===== src/rtl/fifo_cfg_pkg.sv =====
// Shared definitions for the async-FIFO configuration register bank:
// register addresses, bit positions, reset values and the threshold clamp.
package fifo_cfg_pkg;

    typedef enum logic [2:0] {
        ADDR_CTRL     = 3'd0,
        ADDR_AF_THR   = 3'd1,
        ADDR_AE_THR   = 3'd2,
        ADDR_STATUS   = 3'd3,
        ADDR_LEVEL    = 3'd4,
        ADDR_EVENTS   = 3'd5,
        ADDR_IRQ_MASK = 3'd6,
        ADDR_ID       = 3'd7
    } reg_addr_e;

    localparam int CTRL_EN_BIT     = 0;
    localparam int CTRL_FLUSH_BIT  = 1;
    localparam int CTRL_IRQ_EN_BIT = 2;

    localparam int STAT_FULL_BIT   = 0;
    localparam int STAT_EMPTY_BIT  = 1;
    localparam int STAT_AF_BIT     = 2;
    localparam int STAT_AE_BIT     = 3;

    localparam int EVT_OVF_BIT     = 0;
    localparam int EVT_UNF_BIT     = 1;
    localparam int EVT_W           = 2;

    // Flush is a write-only pulse, so only the persistent CTRL bits are stored.
    typedef struct packed {
        logic irq_en;
        logic enable;
    } ctrl_t;

    function automatic int unsigned af_thr_rst(input int unsigned asize);
        return (32'd1 << asize) - 32'd2;
    endfunction

    function automatic int unsigned ae_thr_rst(input int unsigned asize);
        return (asize > 0) ? 32'd2 : 32'd0;
    endfunction

    // Thresholds beyond a completely full FIFO are meaningless; pin them to full.
    function automatic int unsigned thr_clamp(input int unsigned value, input int unsigned asize);
        int unsigned lim;
        lim = 32'd1 << asize;
        return (value > lim) ? lim : value;
    endfunction

endpackage


===== src/rtl/fifo_cfg_evt.sv =====
// One sticky event bit: set by a pulse, cleared by a write-1, set wins on collision.
// Single-cycle update, no backpressure.
module fifo_cfg_evt (
    input  logic clk,
    input  logic rst,
    input  logic set,
    input  logic clr,
    output logic q
);

    always_ff @(posedge clk) begin
        if (rst) begin
            q <= 1'b0;
        end else if (set) begin
            q <= 1'b1;
        end else if (clr) begin
            q <= 1'b0;
        end
    end

endmodule


===== src/rtl/fifo_cfg_regs.sv =====
// Config/status register bank for the async FIFO write side; reads return one cycle after the strobe.
// One access per cycle at full throughput, never backpressures; flags and irq are registered.
module fifo_cfg_regs
    import fifo_cfg_pkg::*;
#(
    parameter int               ASIZE    = 4,
    parameter int               CSIZE    = 16,
    parameter int               CAWD     = 3,
    parameter logic [CSIZE-1:0] ID_VALUE = CSIZE'(16'hF1F0)
) (
    input  logic             wclk,
    input  logic             wrst,
    input  logic             cfg_wr,
    input  logic             cfg_rd,
    input  logic [CAWD-1:0]  cfg_addr,
    input  logic [CSIZE-1:0] cfg_wdata,
    output logic [CSIZE-1:0] cfg_rdata,
    output logic             cfg_rvalid,
    output logic             cfg_err,
    input  logic             fifo_full,
    input  logic             fifo_empty,
    input  logic [ASIZE:0]   fifo_level,
    input  logic             ovf_pulse,
    input  logic             unf_pulse,
    output logic             fifo_enable,
    output logic             fifo_flush,
    output logic             almost_full,
    output logic             almost_empty,
    output logic             irq
);

    localparam int             LW     = ASIZE + 1;
    localparam logic [LW-1:0]  AF_RST = LW'(af_thr_rst(ASIZE));
    localparam logic [LW-1:0]  AE_RST = LW'(ae_thr_rst(ASIZE));

    ctrl_t              ctrl;
    logic [LW-1:0]      af_thr;
    logic [LW-1:0]      ae_thr;
    logic [EVT_W-1:0]   irq_mask;
    logic [EVT_W-1:0]   evt_q;
    logic [EVT_W-1:0]   evt_set;
    logic [EVT_W-1:0]   evt_clr;

    reg_addr_e          addr;
    logic               addr_hi;
    logic               is_ro;
    logic               acc_err;
    logic               wr_ok;
    logic               rd_ok;
    logic [LW-1:0]      thr_wdata;
    logic [CSIZE-1:0]   rd_mux;

    assign addr = reg_addr_e'(cfg_addr[2:0]);

    generate
        if (CAWD > 3) begin : g_addr_hi
            assign addr_hi = |cfg_addr[CAWD-1:3];
        end else begin : g_no_addr_hi
            assign addr_hi = 1'b0;
        end
    endgenerate

    // Any error suppresses the whole access, including a simultaneous read.
    always_comb begin
        is_ro   = (addr == ADDR_STATUS) || (addr == ADDR_LEVEL) || (addr == ADDR_ID);
        acc_err = (cfg_wr | cfg_rd) & ((cfg_wr & cfg_rd) | addr_hi | (cfg_wr & is_ro));
        wr_ok   = cfg_wr & ~cfg_rd & ~addr_hi & ~is_ro;
        rd_ok   = cfg_rd & ~cfg_wr & ~addr_hi;
    end

    // Clamp is applied to the full write word before narrowing to the register width.
    assign thr_wdata = LW'(thr_clamp(32'(cfg_wdata), ASIZE));

    always_comb begin
        rd_mux = '0;
        case (addr)
            ADDR_CTRL: begin
                rd_mux[CTRL_EN_BIT]     = ctrl.enable;
                rd_mux[CTRL_IRQ_EN_BIT] = ctrl.irq_en;
            end
            ADDR_AF_THR:   rd_mux[LW-1:0] = af_thr;
            ADDR_AE_THR:   rd_mux[LW-1:0] = ae_thr;
            ADDR_STATUS: begin
                rd_mux[STAT_FULL_BIT]  = fifo_full;
                rd_mux[STAT_EMPTY_BIT] = fifo_empty;
                rd_mux[STAT_AF_BIT]    = almost_full;
                rd_mux[STAT_AE_BIT]    = almost_empty;
            end
            ADDR_LEVEL:    rd_mux[LW-1:0]    = fifo_level;
            ADDR_EVENTS:   rd_mux[EVT_W-1:0] = evt_q;
            ADDR_IRQ_MASK: rd_mux[EVT_W-1:0] = irq_mask;
            ADDR_ID:       rd_mux            = ID_VALUE;
            default:       rd_mux            = '0;
        endcase
    end

    always_comb begin
        evt_set                = '0;
        evt_set[EVT_OVF_BIT]   = ovf_pulse;
        evt_set[EVT_UNF_BIT]   = unf_pulse;
        evt_clr                = '0;
        if (wr_ok && (addr == ADDR_EVENTS)) begin
            evt_clr = cfg_wdata[EVT_W-1:0];
        end
    end

    fifo_cfg_evt u_evt_ovf (
        .clk (wclk),
        .rst (wrst),
        .set (evt_set[EVT_OVF_BIT]),
        .clr (evt_clr[EVT_OVF_BIT]),
        .q   (evt_q[EVT_OVF_BIT])
    );

    fifo_cfg_evt u_evt_unf (
        .clk (wclk),
        .rst (wrst),
        .set (evt_set[EVT_UNF_BIT]),
        .clr (evt_clr[EVT_UNF_BIT]),
        .q   (evt_q[EVT_UNF_BIT])
    );

    always_ff @(posedge wclk) begin
        if (wrst) begin
            ctrl         <= '0;
            af_thr       <= AF_RST;
            ae_thr       <= AE_RST;
            irq_mask     <= '0;
            cfg_rdata    <= '0;
            cfg_rvalid   <= 1'b0;
            cfg_err      <= 1'b0;
            fifo_flush   <= 1'b0;
            almost_full  <= 1'b0;
            almost_empty <= 1'b1;
            irq          <= 1'b0;
        end else begin
            cfg_rvalid <= rd_ok;
            cfg_err    <= acc_err;
            fifo_flush <= wr_ok && (addr == ADDR_CTRL) && cfg_wdata[CTRL_FLUSH_BIT];
            if (rd_ok) begin
                cfg_rdata <= rd_mux;
            end
            if (wr_ok) begin
                case (addr)
                    ADDR_CTRL: begin
                        ctrl.enable <= cfg_wdata[CTRL_EN_BIT];
                        ctrl.irq_en <= cfg_wdata[CTRL_IRQ_EN_BIT];
                    end
                    ADDR_AF_THR:   af_thr   <= thr_wdata;
                    ADDR_AE_THR:   ae_thr   <= thr_wdata;
                    ADDR_IRQ_MASK: irq_mask <= cfg_wdata[EVT_W-1:0];
                    default: ;
                endcase
            end
            almost_full  <= (fifo_level >= af_thr);
            almost_empty <= (fifo_level <= ae_thr);
            irq          <= ctrl.irq_en & (|(evt_q & irq_mask));
        end
    end

    assign fifo_enable = ctrl.enable;

endmodule


===== config.mk =====
export PLATFORM = sky130hd
export DESIGN_NAME = fifo_cfg_regs
export DESIGN_NICKNAME = d
export VERILOG_FILES = /design/src/rtl/fifo_cfg_pkg.sv /design/src/rtl/fifo_cfg_evt.sv /design/src/rtl/fifo_cfg_regs.sv
export SDC_FILE = /design/constraint.sdc
export NUM_CORES = 1
export LEC_CHECK = 0
export CAP_MARGIN = 30
export CORE_ASPECT_RATIO = 0.9
export CORE_UTILIZATION = 45
export CTS_CLUSTER_SIZE = 25
export DETAILED_ROUTE_END_ITERATION = 8
export HOLD_SLACK_MARGIN = 0.05
export PLACE_DENSITY = 0.82
export RECOVER_POWER = 25
export SLEW_MARGIN = 20
export SYNTH_ARGS = -nofsm -noshare
export SYNTH_HDL_FRONTEND = slang
export SYNTH_SLANG_ARGS = --single-unit

===== constraint.sdc =====
create_clock -name wclk -period 2.1 [get_ports wclk]
set_clock_uncertainty 0.05 [all_clocks]
set_input_delay 0.21 -clock wclk [delete_from_list [all_inputs] [get_ports wclk]]
set_output_delay 0.21 -clock wclk [all_outputs]
set_load 0.005 [all_outputs]

==> results.py <==
metrics = {
    "clock_tree": {
        "ctsRootBufferMaster": "clkbuf_8",
        "insertion_delay_ps": 270,
        "ctsResizeCount": 0,
        "postCtsSetupBuffers": 0,
        "cts_hold_buf": 0,
        "htreeDepth": 1,
        "clkTransAtPathRegs_ps": 100,
        "cts_tree": "yes",
        "clock_path_buffers": 2,
        "numCtsBuffers": 3,
        "numClockSinks": 28,
    },
    "cells_and_area": {
        "final-seq-area_um2": 561,
        "drive_gt1_frac": 0.0954,
        "areaGrowthSynthToFinish_pct": 39.4,
        "multi_input_area_um2": 900,
        "nNetsFinal": 284,
        "nFillCells": 283,
        "final_cell_area_um2": 2240,
        "diodes": 0,
        "final_cells": 285,
    },
    "grt": {
        "grt.overflow.total": 0,
        "grt_first_pass_wirelength_um": 6220,
        "grtUsageTotal": 0.214,
        "first_global_vias": 1433,
        "grt_max_degree": 30,
        "antenna_found_initial": 0,
    },
    "setup_path": {
        "critPathSlowestCell": "clkbuf_1",
        "cp_max_fo": 29,
        "critPathBufInv": 2,
        "critical_path_class": "input pin to flip-flop",
        "reg2reg_to": "cfg_rdata[2]",
        "worstRegToRegCells": 3,
        "critPathArrivalTime_ps": 1870,
        "endpoint_kind": "flip-flop",
        "crit_required_ps": 2170,
        "start_kind": "input pin",
        "rrSetupSlack_ps": 730,
        "critical-path-max-stage-delay_ps": 880,
        "cp_top_family": "buffers and inverters",
        "critical_path.cell_chain": "clkdlybuf4s50_1 -> clkbuf_1 -> o21bai_1 -> o31ai_1",
        "r2r_start": "af_thr[2]",
    },
    "timing": {
        "maxSlewViolCount": 0,
        "fin_crit_ps": 1800,
        "slew_headroom": 0.199,
        "timing.setup.tns_ps": 0,
        "setup_viol": 0,
        "hold_viol": 0,
        "tightest_slew_ps": 1200,
        "min_period_over_period": 0.856,
        "timing.fmax_ghz": 0.557,
        "rsz0062_at_grt": "no",
    },
    "detailed_routing": {
        "remaining_drc_errors": 0,
        "routed_wl_um": 3890,
        "routedWlPerCell_um": 13.7,
        "firstDrtPassIters": 4,
        "viasPerCell": 5.54,
        "drtAntennaViolNets": 0,
        "detail_route.iter0.violations": 91,
        "vias": 1580,
    },
    "synthesis": {
        "netlist_area_um2": 1600,
        "synth_cell_types": 46,
        "synth_seq_cells": 28,
        "netlist.area_leader.share": 0.349,
        "yosys-top-cells-area": "dfxtp_1 (35%), ha_1 (7.8%), a21oi_1 (5.9%), buf_4 (4.7%), nand2_1 (4.4%)",
        "seq_area_frac_synth": 0.349,
        "yosysTopAreaCell": "dfxtp_1",
        "synth_cells": 189,
        "yosys_warnings": 0,
        "syn_avg_cell_area_um2": 8.49,
    },
    "hold_path": {
        "hp-start": "cfg_rdata[1]",
        "hold_class": "flip-flop to flip-flop",
        "whs_endpoint": "cfg_rdata[1]",
        "min_path_cells": 2,
    },
    "placed_design": {
        "placed_cell_area_um2": 2170,
        "place.gp.congestion": 0.842,
        "dp_hpwl_um": 3130,
        "dp.cells": 281,
        "io_buffers": 51,
    },
    "floorplanning": {
        "die_area_um2": 3810,
        "die_width_um": 64.9,
        "core_region_area_um2": 3380,
        "num_io_pins": 55,
        "start_util": 0.475,
        "num_rows": 20,
        "die_height_um": 58.6,
    },
    "power_and_ir_drop": {
        "power_density_nw_per_um2": 538,
        "power.leakage_nw": 0.872,
        "vdd_drop_max_mv": 0.492,
        "finalPower_w": 0.00120,
    },
    "job": {
        "maxCapViolCount": 0,
    },
    "status": {
        "status": "finished clean",
    },
}
## logic make-up (layout without fill, tap and decap cells)
logic type	Yosys count	count (layout)	synth area share
AO/OA/AOI/OAI	47	47	0.201
adder cells (fa/ha/maj)	10	10	0.0780
buffers and inverters	30	80	0.0944
flip-flops	28	28	0.349
multiplexers	7	7	0.0530
other	1	3	0.00234
AND/OR/NAND/NOR	66	66	0.222
## placed cells by master (no fill, tap or decap), drive strengths merged, types with 3 or more instances in the layout
| master | n |
|---|---|
| dfxtp | 28 |
| mux2i | 4 |
| a211oi | 4 |
| inv | 12 |
| or4 | 3 |
| nand4 | 4 |
| clkbuf | 4 |
| o21ai | 7 |
| buf | 12 |
| nand2 | 19 |
| nor3b | 4 |
| a21oi | 19 |
| nor3 | 4 |
| nor2b | 5 |
| dlygate4sd3 | 9 |
| nand3 | 7 |
| nor2 | 11 |
| clkdlybuf4s50 | 42 |
| conb | 3 |
| ha | 10 |
## final cells by class
class | count | area share
Clock buffer | 3 | 0.0185
Timing Repair Buffer | 64 | 0.270
Multi-Input combinational cell | 133 | 0.402
Tap cell | 44 | 0.0246
Inverter | 12 | 0.0201
Sequential cell | 28 | 0.251
Clock inverter | 1 | 0.0134
## cells in the mapped netlist (all sizes together)
library cell	count
dfxtp	28
a21oi	19
nand2	19
buf	13
inv	12
nor2	11
ha	10
nand3	7
o21ai	7
clkbuf	5
nor2b	5
a211oi	4
mux2i	4
nand4	4
nor3	4
nor3b	4
or4	3
a21o	2
a221o	2
a221oi	2
a22o	2
mux2	2
nand2b	2
nand3b	2
or3	2
a2111oi	1
a222oi	1
a22oi	1
a311o	1
a311oi	1
a31oi	1
and2	1
and3	1
conb	1
mux4	1
nor4	1
o211ai	1
o21bai	1
o31ai	1
## worst max-delay path by stage
stage,slack [ps],cells past startpoint,endpoint,from
global placement,70,5,af_thr[1],cfg_wdata[0]
detailed placement,40,5,af_thr[1],cfg_wdata[0]
global route,180,4,almost_full,wrst
CTS,330,5,af_thr[1],cfg_wdata[0]
floorplan,560,4,af_thr[0],cfg_wdata[15]
finish,300,4,almost_full,wrst
## tightest hold or removal path, delay by kind of cell (launching register included)
kind	cells	cell delay, ps
flip-flops	1	320
AND/OR/NAND/NOR	1	50
AO/OA/AOI/OAI	1	50
## registers in the layout (all words and copies together), names as in the netlist
name	count
ae_thr	5
fifo_enable	1
almost_full	1
ctrl	1
cfg_rdata	6
cfg_rvalid	1
u_evt_ovf.q	1
u_evt_unf.q	1
cfg_err	1
almost_empty	1
irq_mask	2
irq	1
af_thr	5
fifo_flush	1
## routing by layer
metal  vias up  GRT usage  share of wire
li1        776          -              -
met1       738      0.254           0.45
met4         0     0.0476         0.0054
met2        64      0.391           0.49
met5         -          0              0
met3         2     0.0484          0.060
## through the flow
step,util,hold slack (ps),worst slack [ps]
floorplan,-,277,564
global placement,0.642,396,72.8
detailed placement,0.642,401,39.4
CTS,0.663,415,330
global route,0.662,446,182
finish,0.662,407,303
## report_power, final
part           internal, W  switching (W)  leakage, nW
Clock             0.000255       0.000172       0.0357
Sequential        0.000547      0.0000109        0.228
Combinational     0.000124      0.0000940        0.608
Total             0.000927       0.000277        0.872
Note: power is estimated with default switching activity, not from simulation.
